### src/rtl/iobuf_ctrl_pkg.sv
// ---------------------------------------------------------------------------
// iobuf_ctrl_pkg
//   Shared definitions for the half-duplex IOBUF controller: the 3-bit state
//   encoding and helpers that size the shared down-counter from the
//   timing parameters.
// ---------------------------------------------------------------------------
package iobuf_ctrl_pkg;

  localparam logic [2:0] ST_IDLE    = 3'd0;
  localparam logic [2:0] ST_DRIVE   = 3'd1;
  localparam logic [2:0] ST_RELEASE = 3'd2;
  localparam logic [2:0] ST_TURN    = 3'd3;
  localparam logic [2:0] ST_SAMPLE  = 3'd4;

  typedef enum logic [2:0] {
    IDLE    = ST_IDLE,
    DRIVE   = ST_DRIVE,
    RELEASE = ST_RELEASE,
    TURN    = ST_TURN,
    SAMPLE  = ST_SAMPLE
  } state_t;

  function automatic int max3(input int a, input int b, input int c);
    int m;
    m = (a > b) ? a : b;
    return (m > c) ? m : c;
  endfunction

  // Counter width able to hold values 0..max_val.
  function automatic int cnt_w(input int max_val);
    return (max_val < 1) ? 1 : $clog2(max_val + 1);
  endfunction

endpackage

### src/rtl/io_sync.sv
// ---------------------------------------------------------------------------
// io_sync
//   Multi-flop vector synchronizer bringing the asynchronous pad input word
//   into the clk domain. Bits are synchronized independently; callers only
//   consume the output while the pad word is known to be stable.
// Ports
//   clk    in  1      sampling clock
//   rst_n  in  1      asynchronous active-low reset, clears every stage
//   d      in  WIDTH  asynchronous input word
//   q      out WIDTH  synchronized word (last stage)
// ---------------------------------------------------------------------------
module io_sync #(
  parameter int WIDTH  = 8,
  parameter int STAGES = 2
) (
  input  logic             clk,
  input  logic             rst_n,
  input  logic [WIDTH-1:0] d,
  output logic [WIDTH-1:0] q
);

  logic [WIDTH-1:0] sync_q [STAGES];
  logic [WIDTH-1:0] sync_d [STAGES];

  always_comb begin
    sync_d[0] = d;
    for (int i = 1; i < STAGES; i++) begin
      sync_d[i] = sync_q[i-1];
    end
  end

  // NOTE: non-blocking assignments here so every stage captures the value its
  // predecessor held before the edge; blocking would collapse the chain.
  always_ff @(posedge clk or negedge rst_n) begin
    if (!rst_n) begin
      // NOTE: this array is a flop chain, not a RAM, so it is reset; a
      // storage memory would normally be left unreset.
      for (int i = 0; i < STAGES; i++) begin
        sync_q[i] <= '0;
      end
    end else begin
      for (int i = 0; i < STAGES; i++) begin
        sync_q[i] <= sync_d[i];
      end
    end
  end

  assign q = sync_q[STAGES-1];

endmodule

### src/rtl/iobuf_halfdup_ctrl.sv
// ---------------------------------------------------------------------------
// iobuf_halfdup_ctrl
//   Fabric-side direction sequencer for a half-duplex tri-state pad group.
//   Drives tx words onto the pads, releases the bus for a turnaround period
//   on every direction change, and captures one pad word through a
//   synchronizer per rx request. Pads are only enabled while in DRIVE, and
//   every enable flop resets asynchronously to high-Z.
// Ports
//   CLK       in  1      clock, rising edge
//   RST_N     in  1      asynchronous active-low reset
//   tx_valid  in  1      tx word offered
//   tx_ready  out 1      tx_data / rx_req accepted this cycle (combinational)
//   tx_data   in  WIDTH  word to drive
//   rx_req    in  1      request one sampled pad word
//   rx_valid  out 1      one-cycle pulse, rx_data updated
//   rx_data   out WIDTH  last sampled pad word
//   busy      out 1      controller not idle
//   PAD_I     out WIDTH  IOBUF I
//   PAD_T     out WIDTH  IOBUF T, 1 = high-Z (all bits together)
//   PAD_O     in  WIDTH  IOBUF O, asynchronous to CLK
// ---------------------------------------------------------------------------
module iobuf_halfdup_ctrl
  import iobuf_ctrl_pkg::*;
#(
  parameter int WIDTH       = 8,
  parameter int HOLD_CYCLES = 2,
  parameter int TA_CYCLES   = 2,
  parameter int SYNC_STAGES = 2
) (
  input  logic             CLK,
  input  logic             RST_N,
  input  logic             tx_valid,
  output logic             tx_ready,
  input  logic [WIDTH-1:0] tx_data,
  input  logic             rx_req,
  output logic             rx_valid,
  output logic [WIDTH-1:0] rx_data,
  output logic             busy,
  output logic [WIDTH-1:0] PAD_I,
  output logic [WIDTH-1:0] PAD_T,
  input  logic [WIDTH-1:0] PAD_O
);

  localparam int CW = cnt_w(max3(HOLD_CYCLES, TA_CYCLES, SYNC_STAGES));
  localparam logic [CW-1:0] HOLD_LD = CW'(HOLD_CYCLES - 1);
  localparam logic [CW-1:0] TA_LD   = CW'(TA_CYCLES - 1);
  localparam logic [CW-1:0] SYNC_LD = CW'(SYNC_STAGES - 1);

  state_t           state_q,    state_d;
  logic [CW-1:0]    cnt_q,      cnt_d;
  logic             rx_pend_q,  rx_pend_d;
  logic [WIDTH-1:0] pad_t_q,    pad_t_d;
  logic [WIDTH-1:0] pad_i_q,    pad_i_d;
  logic             rx_valid_q, rx_valid_d;
  logic [WIDTH-1:0] rx_data_q,  rx_data_d;
  logic             busy_q,     busy_d;
  logic [WIDTH-1:0] pad_o_sync;

  io_sync #(
    .WIDTH  (WIDTH),
    .STAGES (SYNC_STAGES)
  ) u_sync (
    .clk   (CLK),
    .rst_n (RST_N),
    .d     (PAD_O),
    .q     (pad_o_sync)
  );

  always_comb begin
    // NOTE: every signal gets a default before the case so no path leaves it
    // unassigned; a missing default here would infer a latch.
    state_d    = state_q;
    cnt_d      = cnt_q;
    rx_pend_d  = rx_pend_q;
    pad_i_d    = pad_i_q;
    rx_valid_d = 1'b0;
    rx_data_d  = rx_data_q;

    // Handshake point: idle, or the last cycle of a driven word.
    tx_ready = (state_q == IDLE) || ((state_q == DRIVE) && (cnt_q == '0));

    unique case (state_q)
      IDLE: begin
        // tx wins a tie; an ignored rx_req must be held by the requester.
        if (tx_valid) begin
          state_d = DRIVE;
          cnt_d   = HOLD_LD;
          pad_i_d = tx_data;
        end else if (rx_req) begin
          state_d = TURN;
          cnt_d   = TA_LD;
        end
      end
      DRIVE: begin
        if (cnt_q != '0) begin
          cnt_d = cnt_q - 1'b1;
        end else if (tx_valid) begin
          // Back-to-back word: keep the pads enabled, no turnaround.
          cnt_d   = HOLD_LD;
          pad_i_d = tx_data;
        end else begin
          // Leaving DRIVE always passes through RELEASE; an rx accepted here
          // is remembered and taken after the bus is released.
          state_d   = RELEASE;
          cnt_d     = TA_LD;
          rx_pend_d = rx_req;
        end
      end
      RELEASE: begin
        if (cnt_q != '0) begin
          cnt_d = cnt_q - 1'b1;
        end else if (rx_pend_q) begin
          state_d   = TURN;
          cnt_d     = TA_LD;
          rx_pend_d = 1'b0;
        end else begin
          state_d = IDLE;
        end
      end
      TURN: begin
        if (cnt_q != '0) begin
          cnt_d = cnt_q - 1'b1;
        end else begin
          state_d = SAMPLE;
          cnt_d   = SYNC_LD;
        end
      end
      SAMPLE: begin
        // Wait for the synchronizer to flush pre-turnaround pad values.
        if (cnt_q != '0) begin
          cnt_d = cnt_q - 1'b1;
        end else begin
          state_d    = IDLE;
          rx_data_d  = pad_o_sync;
          rx_valid_d = 1'b1;
        end
      end
      default: begin
        state_d = IDLE;
        cnt_d   = '0;
      end
    endcase

    // Pad controls are registered from the next state, so PAD_T is low
    // exactly in the cycles the state register holds DRIVE.
    pad_t_d = (state_d == DRIVE) ? '0 : '1;
    if (state_d != DRIVE) begin
      pad_i_d = '0;
    end
    busy_d = (state_d != IDLE);
  end

  always_ff @(posedge CLK or negedge RST_N) begin
    if (!RST_N) begin
      state_q    <= IDLE;
      cnt_q      <= '0;
      rx_pend_q  <= 1'b0;
      pad_t_q    <= '1;
      pad_i_q    <= '0;
      rx_valid_q <= 1'b0;
      rx_data_q  <= '0;
      busy_q     <= 1'b0;
    end else begin
      state_q    <= state_d;
      cnt_q      <= cnt_d;
      rx_pend_q  <= rx_pend_d;
      pad_t_q    <= pad_t_d;
      pad_i_q    <= pad_i_d;
      rx_valid_q <= rx_valid_d;
      rx_data_q  <= rx_data_d;
      busy_q     <= busy_d;
    end
  end

  assign PAD_T    = pad_t_q;
  assign PAD_I    = pad_i_q;
  assign rx_valid = rx_valid_q;
  assign rx_data  = rx_data_q;
  assign busy     = busy_q;

endmodule
### config.mk
export PLATFORM = sky130hd
export DESIGN_NAME = iobuf_halfdup_ctrl
export DESIGN_NICKNAME = d
export VERILOG_FILES = /design/src/rtl/iobuf_ctrl_pkg.sv /design/src/rtl/io_sync.sv /design/src/rtl/iobuf_halfdup_ctrl.sv
export SDC_FILE = /design/constraint.sdc
export NUM_CORES = 1
export LEC_CHECK = 0
export ABC_CLOCK_PERIOD_IN_PS = 1660
export CORE_MARGIN = 3
export CORE_UTILIZATION = 50
export DETAILED_ROUTE_END_ITERATION = 16
export DONT_BUFFER_PORTS = 1
export PLACE_DENSITY = 0.69
export SYNTH_ARGS = -nofsm -noshare
export SYNTH_HDL_FRONTEND = slang
export SYNTH_SLANG_ARGS = --single-unit
### constraint.sdc
create_clock -name CLK -period 1.66 [get_ports CLK]
set_clock_uncertainty 0.2 [all_clocks]
set_input_delay 0.083 -clock CLK [delete_from_list [all_inputs] [get_ports CLK]]
set_output_delay 0.083 -clock CLK [all_outputs]
set_load 0.02 [all_outputs]
==> results.cfg, run 1 <==
[worst_setup_path]
reg2regPathDepth = 6
slowest_stage = dfrtp_1
critPathKind = reg2reg
start_kind = flip-flop
regToRegSetupSlack_ns = -0.12
timing.rr.start = cnt_q[0]
crit_end = busy
required_ns = 1.70
slowest_delay_ns = 0.41
crit_fanout = 4
crit_path_start = cnt_q[0]
crit_path_cell_trace = inv_2, ha_4, inv_6, a221oi_4, nor3_2, or3_1
r2r-end = busy
end_kind = flip-flop
arrival_ns = 1.82

[power_and_ir_drop]
p_leak_nw = 1.03
total_power_mw = 4.36
p_per_area_mw_per_mm2 = 1900
irDropWorstVdd_uv = 954

[place]
post_dp_cell_area_mm2 = 0.00182
gp_routability_congestion = 0.856
dp_hpwl_mm = 1.97
place_ws_ns = -0.131
dp_cells = 172
port_buffers = 0

[sta]
worst_slack_ns = -0.119
worst_pin_slew_ns = 0.401
timing.fmax_mhz = 562
rsz0062_at_grt = true
fin_tns_setup_ns = -0.899
period_share = 1.07
min_period_ns = 1.78
maxSlewHeadroom = 0.732
slew_violations = 0
holdWs_ns = -0.0283
setup_violations = 19
hold_viol = 33

[layout]
n_fill_cell = 207
num_antenna_cells = 0
layout-drive-gt1-share = 0.423
fin_area_mm2 = 0.00230
area_growth_syn_to_layout_pct = 37.9
finalNonFillerCells = 207
final_net_count = 185

[global_route]
grt.met1_usage = 0.208
grt_max_degree = 35
grt_pass1_wl_mm = 5.35
first_global_vias = 1127
use_met2 = 0.276
grt_usage = 0.172
use_met3 = 0.0721
grt_antenna_before_repair = 0
grt-ovfl-total = 0
grt-busiest-layer = met2

[die]
die-height_um = 63.8
ios = 47
start_util = 0.533
design.die.area_mm2 = 0.00406
core_mm2 = 0.00313
rows = 20
die_x_um = 63.8

[synthesis]
netlist_area_mm2 = 0.00167
synth_warnings = 0
yosysTopAreaCellShare = 0.600
async_flop_share = 1.00
synth-edff-count = 0
syn_nets = 147
ys_seq_area_frac = 0.616
synthTopCellsByArea = dfrtp_1, mux2i_1, mux2_2, buf_4, ha_1
post-synth-top-count-cell = dfrtp_1
syn_area_per_cell_um2 = 13.5
synth_common_cells = dfrtp_1, buf_4, mux2i_1
synth_area_leader_cell = dfrtp_1
dominantRegCellSynth = dfrtp_1
synth-seq-cells = 41
synth_cell_types = 36
syn_inst = 124

[clock_network]
cts_tree = done
cts_sinks = 41
clk_pin_slew_ns = 0.11
numCtsBuffers = 5
clock_latency_ns = 0.34
h-tree-depth = 2
root_buffer = clkbuf_4
clockBufferDepth = 2
cts_hold_buf = 21

[route]
wl_per_cell_um = 15.7
vias = 1099
viasPerCell = 5.31
wirelength_mm = 3.26
drtIter0Drc = 40
drt-pass1-iter-count = 4
drc_errors = 0
ant_nets = 0

[status]
violations = hold timing, setup timing
status = complete, but fails checks

[hold_path]
hold_path.class = in2async

[run]
drv_cap = 0
timing repair:
action | CTS | global route
hold endpoints to repair | 63 | 32
gates cloned | 0 | 1
buffers inserted | 4 | 1
endpoints found under the setup margin | 20 | 22
gates resized for setup | 10 | 17
pin swaps | 6 | 14
worst max-delay path: cells and delay by family, from the launching register on:
family          cells  cell delay, ns
compound gates      1            0.33
fa+ha+maj           1            0.18
buf+inv             2            0.16
flops               1            0.41
simple gates        2            0.38
cell usage in the layout, fill, tap and decap left out, drive strengths merged, types with 2 or more instances in the layout:
master / synthesis / layout
a21oi: 4 / 4
a221oi: 2 / 2
buf: 10 / 20
clkbuf: 0 / 7
dfrtp: 40 / 40
dlygate4sd3: 0 / 20
ha: 3 / 3
inv: 6 / 6
mux2: 8 / 8
mux2i: 9 / 9
nand2: 4 / 4
nand2b: 3 / 3
nor2: 11 / 11
nor3: 3 / 3
o211ai: 2 / 3
o21ai: 4 / 4
or3: 2 / 2
worst min-delay path by stage:
stage | from | endpoint | slack, ns
after floorplan | RST_N | PAD_I[0] | -0.41
final | RST_N | PAD_I[5] | -0.03
after global placement | RST_N | u_sync.sync_d[7] | -0.41
after detailed placement | RST_N | u_sync.sync_d[7] | -0.41
after global routing | RST_N | PAD_I[5] | -0.04
after CTS | RST_N | PAD_I[5] | -0.02
cell families (layout without fill, tap and decap cells):
kind of cell             Yosys count  in the layout  synth area share
adder cells (fa/ha/maj)            3              3            0.0225
AND/OR/NAND/NOR                   30             30             0.110
multiplexers                      17             17             0.108
AO/OA/AOI/OAI                     17             18            0.0863
buffers and inverters             16             54            0.0570
flip-flops                        41             41             0.616
cell type report:
class / instances / area (um^2) / area share
sequential: 41 / 1030 / 0.448
multi-input combinational: 68 / 711 / 0.309
timing repair buffer: 40 / 392 / 0.170
clock buffer: 7 / 55.1 / 0.0239
tap: 44 / 55.1 / 0.0239
clock inverter: 1 / 30.0 / 0.0131
inverter: 6 / 27.5 / 0.0120
report_power, final:
part / switching [mW] / internal [mW]
Clock: 0.299 / 0.360
Sequential: 0.350 / 1.22
Combinational: 1.07 / 1.07
Total: 1.72 / 2.64
layer usage:
metal  wire (um)  vias up
li1            -      499
met1        1280      547
met2        1700       44
met3         231        9
met4          51        0
met5           0        -
registers in the layout, summed over array words and instances, names as in the netlist:
register and flops:
PAD_I 8, cnt_q 2, PAD_T 1, u_sync.q 8, rx_pend_q 1, rx_data 8, state_q 3, busy 1
rx_valid 1, u_sync.sync_d 8
metrics by stage:
step	hold WS, ns	utilization
final	-0.0283	0.735
after global routing	-0.0351	0.735
after CTS	-0.0151	0.706
after detailed placement	-0.412	0.581
after global placement	-0.412	0.581
after floorplan	-0.413	-
(Power assumes the default switching activity.)
==> inputs of run 2 (changes only) <==
ABC_CLOCK_PERIOD_IN_PS = 1920   (was 1660)
PLACE_DENSITY = unset   (was 0.69)
PLACE_DENSITY_LB_ADDON = 0.25   (was unset)
clock period = 1.92 ns   (was 1.66 ns; I/O delays follow)
==> results.cfg, run 2 (synthesized netlist as in run 1, its figures left out) <==
[status]
status = finished clean

[die]
die_x_um = 63.8
die-height_um = 63.8
start_util = 0.533
core_mm2 = 0.00313
design.die.area_mm2 = 0.00406
ios = 47
rows = 20

[layout]
layout_commonest_cell = dfrtp_1
utilization = 0.658
final_net_count = 172
num_antenna_cells = 0
n_fill_cell = 244
area_growth_syn_to_layout_pct = 23.4
layout-drive-gt1-share = 0.287
finalNonFillerCells = 194
most-common-layout-cells = dfrtp_1, dlygate4sd3_1, mux2i_1

[clock_network]
numCtsBuffers = 5
h-tree-depth = 2
clock_latency_ns = 0.34
clk_pin_slew_ns = 0.11
cts_tree = done
cts_sinks = 41
clockBufferDepth = 2
root_buffer = clkbuf_4

[global_route]
grt_pass1_wl_mm = 4.77
grt_antenna_before_repair = 0
use_met3 = 0.0580
use_met2 = 0.253
grt-ovfl-total = 0
grt-busiest-layer = met2
grt_max_degree = 42
first_global_vias = 1033
grt.met1_usage = 0.177
grt_usage = 0.155

[sta]
worst_pin_slew_ns = 0.437
min_period_ns = 1.82
hold_viol = 0
maxSlewHeadroom = 0.709
timing.fmax_mhz = 548
slew_violations = 0
setup_violations = 0
rsz0062_at_grt = false
holdWs_ns = 0.0170
worst_slack_ns = 0.0964
period_share = 0.950

[hold_path]
hold_path.class = in2reg
holdCritStartpoint = tx_valid

[run]
drv_cap = 0

[worst_setup_path]
slowest_delay_ns = 0.63
arrival_ns = 1.53
slowest_stage = dfrtp_1
required_ns = 1.62
crit_path_cell_trace = or2b_1, and3_1
start_kind = flip-flop
crit_path_start = state_q[0]
crit_fanout = 13
timing.rr.start = cnt_q[0]
critPathKind = reg2out
end_kind = output pin

[power_and_ir_drop]
irDropWorstVdd_uv = 751
switchingPower_mw = 1.22
p_sw_frac = 0.391
p_clk_frac = 0.183
total_power_mw = 3.12
pwr-share-comb = 0.381
p_per_area_mw_per_mm2 = 1510
p_leak_nw = 0.960
pwr-share-seq = 0.435
intPower_mw = 1.90

[route]
wl_per_cell_um = 14.7
ant_nets = 0
drtIter0Drc = 69
wirelength_mm = 2.84
drc_errors = 0
drt-pass1-iter-count = 4
viasPerCell = 5.12
vias = 994

[place]
place_ws_ns = -0.00334
dp_hpwl_mm = 1.92
gp_routability_congestion = 0.851
dp_cells = 163
port_buffers = 0
==> run 2: changes by cell type in the layout (fill, tap and decap cells not counted), moves of 2 or more <==
cell | before | now
buf_4 | 16 | 6
dfrtp_1 | 38 | 40
dfrtp_2 | 2 | 0
nor2_1 | 6 | 8
nor2_4 | 3 | 1
o211ai_4 | 2 | 0
==> run 2: worst max-delay path, delay by kind of cell (launching register included) <==
family	cells	cell delay (ns)
AND/OR/NAND/NOR	2	0.56
flip-flops	1	0.63
==> run 2: area by class of cell <==
cell class / instances / area, um^2 / area share
flip-flops and latches: 41 / 1030 / 0.499
multi-input cells: 67 / 583 / 0.283
repair buffers: 28 / 285 / 0.139
clock buffers: 7 / 55.1 / 0.0267
well taps: 44 / 55.1 / 0.0267
clock inverters: 1 / 30.0 / 0.0146
inverters: 6 / 22.5 / 0.0109
==> run 2: power groups by stage <==
stage	Combinational, mW	Clock (mW)	Sequential, mW
after floorplan	0.964	0	1.29
after global placement	1.01	0	1.37
after detailed placement	1.03	0	1.38
after CTS	1.09	0.592	1.36
after global routing	1.30	0.629	1.39
final	1.19	0.570	1.36
==> run 2: metal layers <==
layer / share of wire / up-vias
li1: - / 468
met1: 0.40 / 488
met2: 0.51 / 33
met3: 0.069 / 5
met4: 0.019 / 0
met5: 0 / -
==> run 2: what timing repair did <==
action | CTS | global route
setup buffers | 0 | 2
gates resized for setup | 1 | 7
hold buffers | 21 | 0
pin swaps | 0 | 1
hold endpoints to repair | 64 | 0
endpoints found under the setup margin | 2 | 11
==> run 2: path summary, 6_finish.rpt <==
path / end / slack (ns) / cells past startpoint
max: tx_ready / 0.1 / 2
min: state_q[1] / 0.02 / 3
max reg2reg: busy / 0.1 / 6
min reg2reg: u_sync.q[4] / 0.16 / 0
max in group asynchronous: PAD_T[6] / 0.74 / 3
min in group asynchronous: rx_data[4] / 0.53 / 3
==> run 2: through the flow <==
step	area (um^2)	TNS [ns]
CTS	2010	0
detailed placement	1700	-0.00334
floorplan	1670	0
global placement	1700	0
finish	2060	0
global route	2060	0
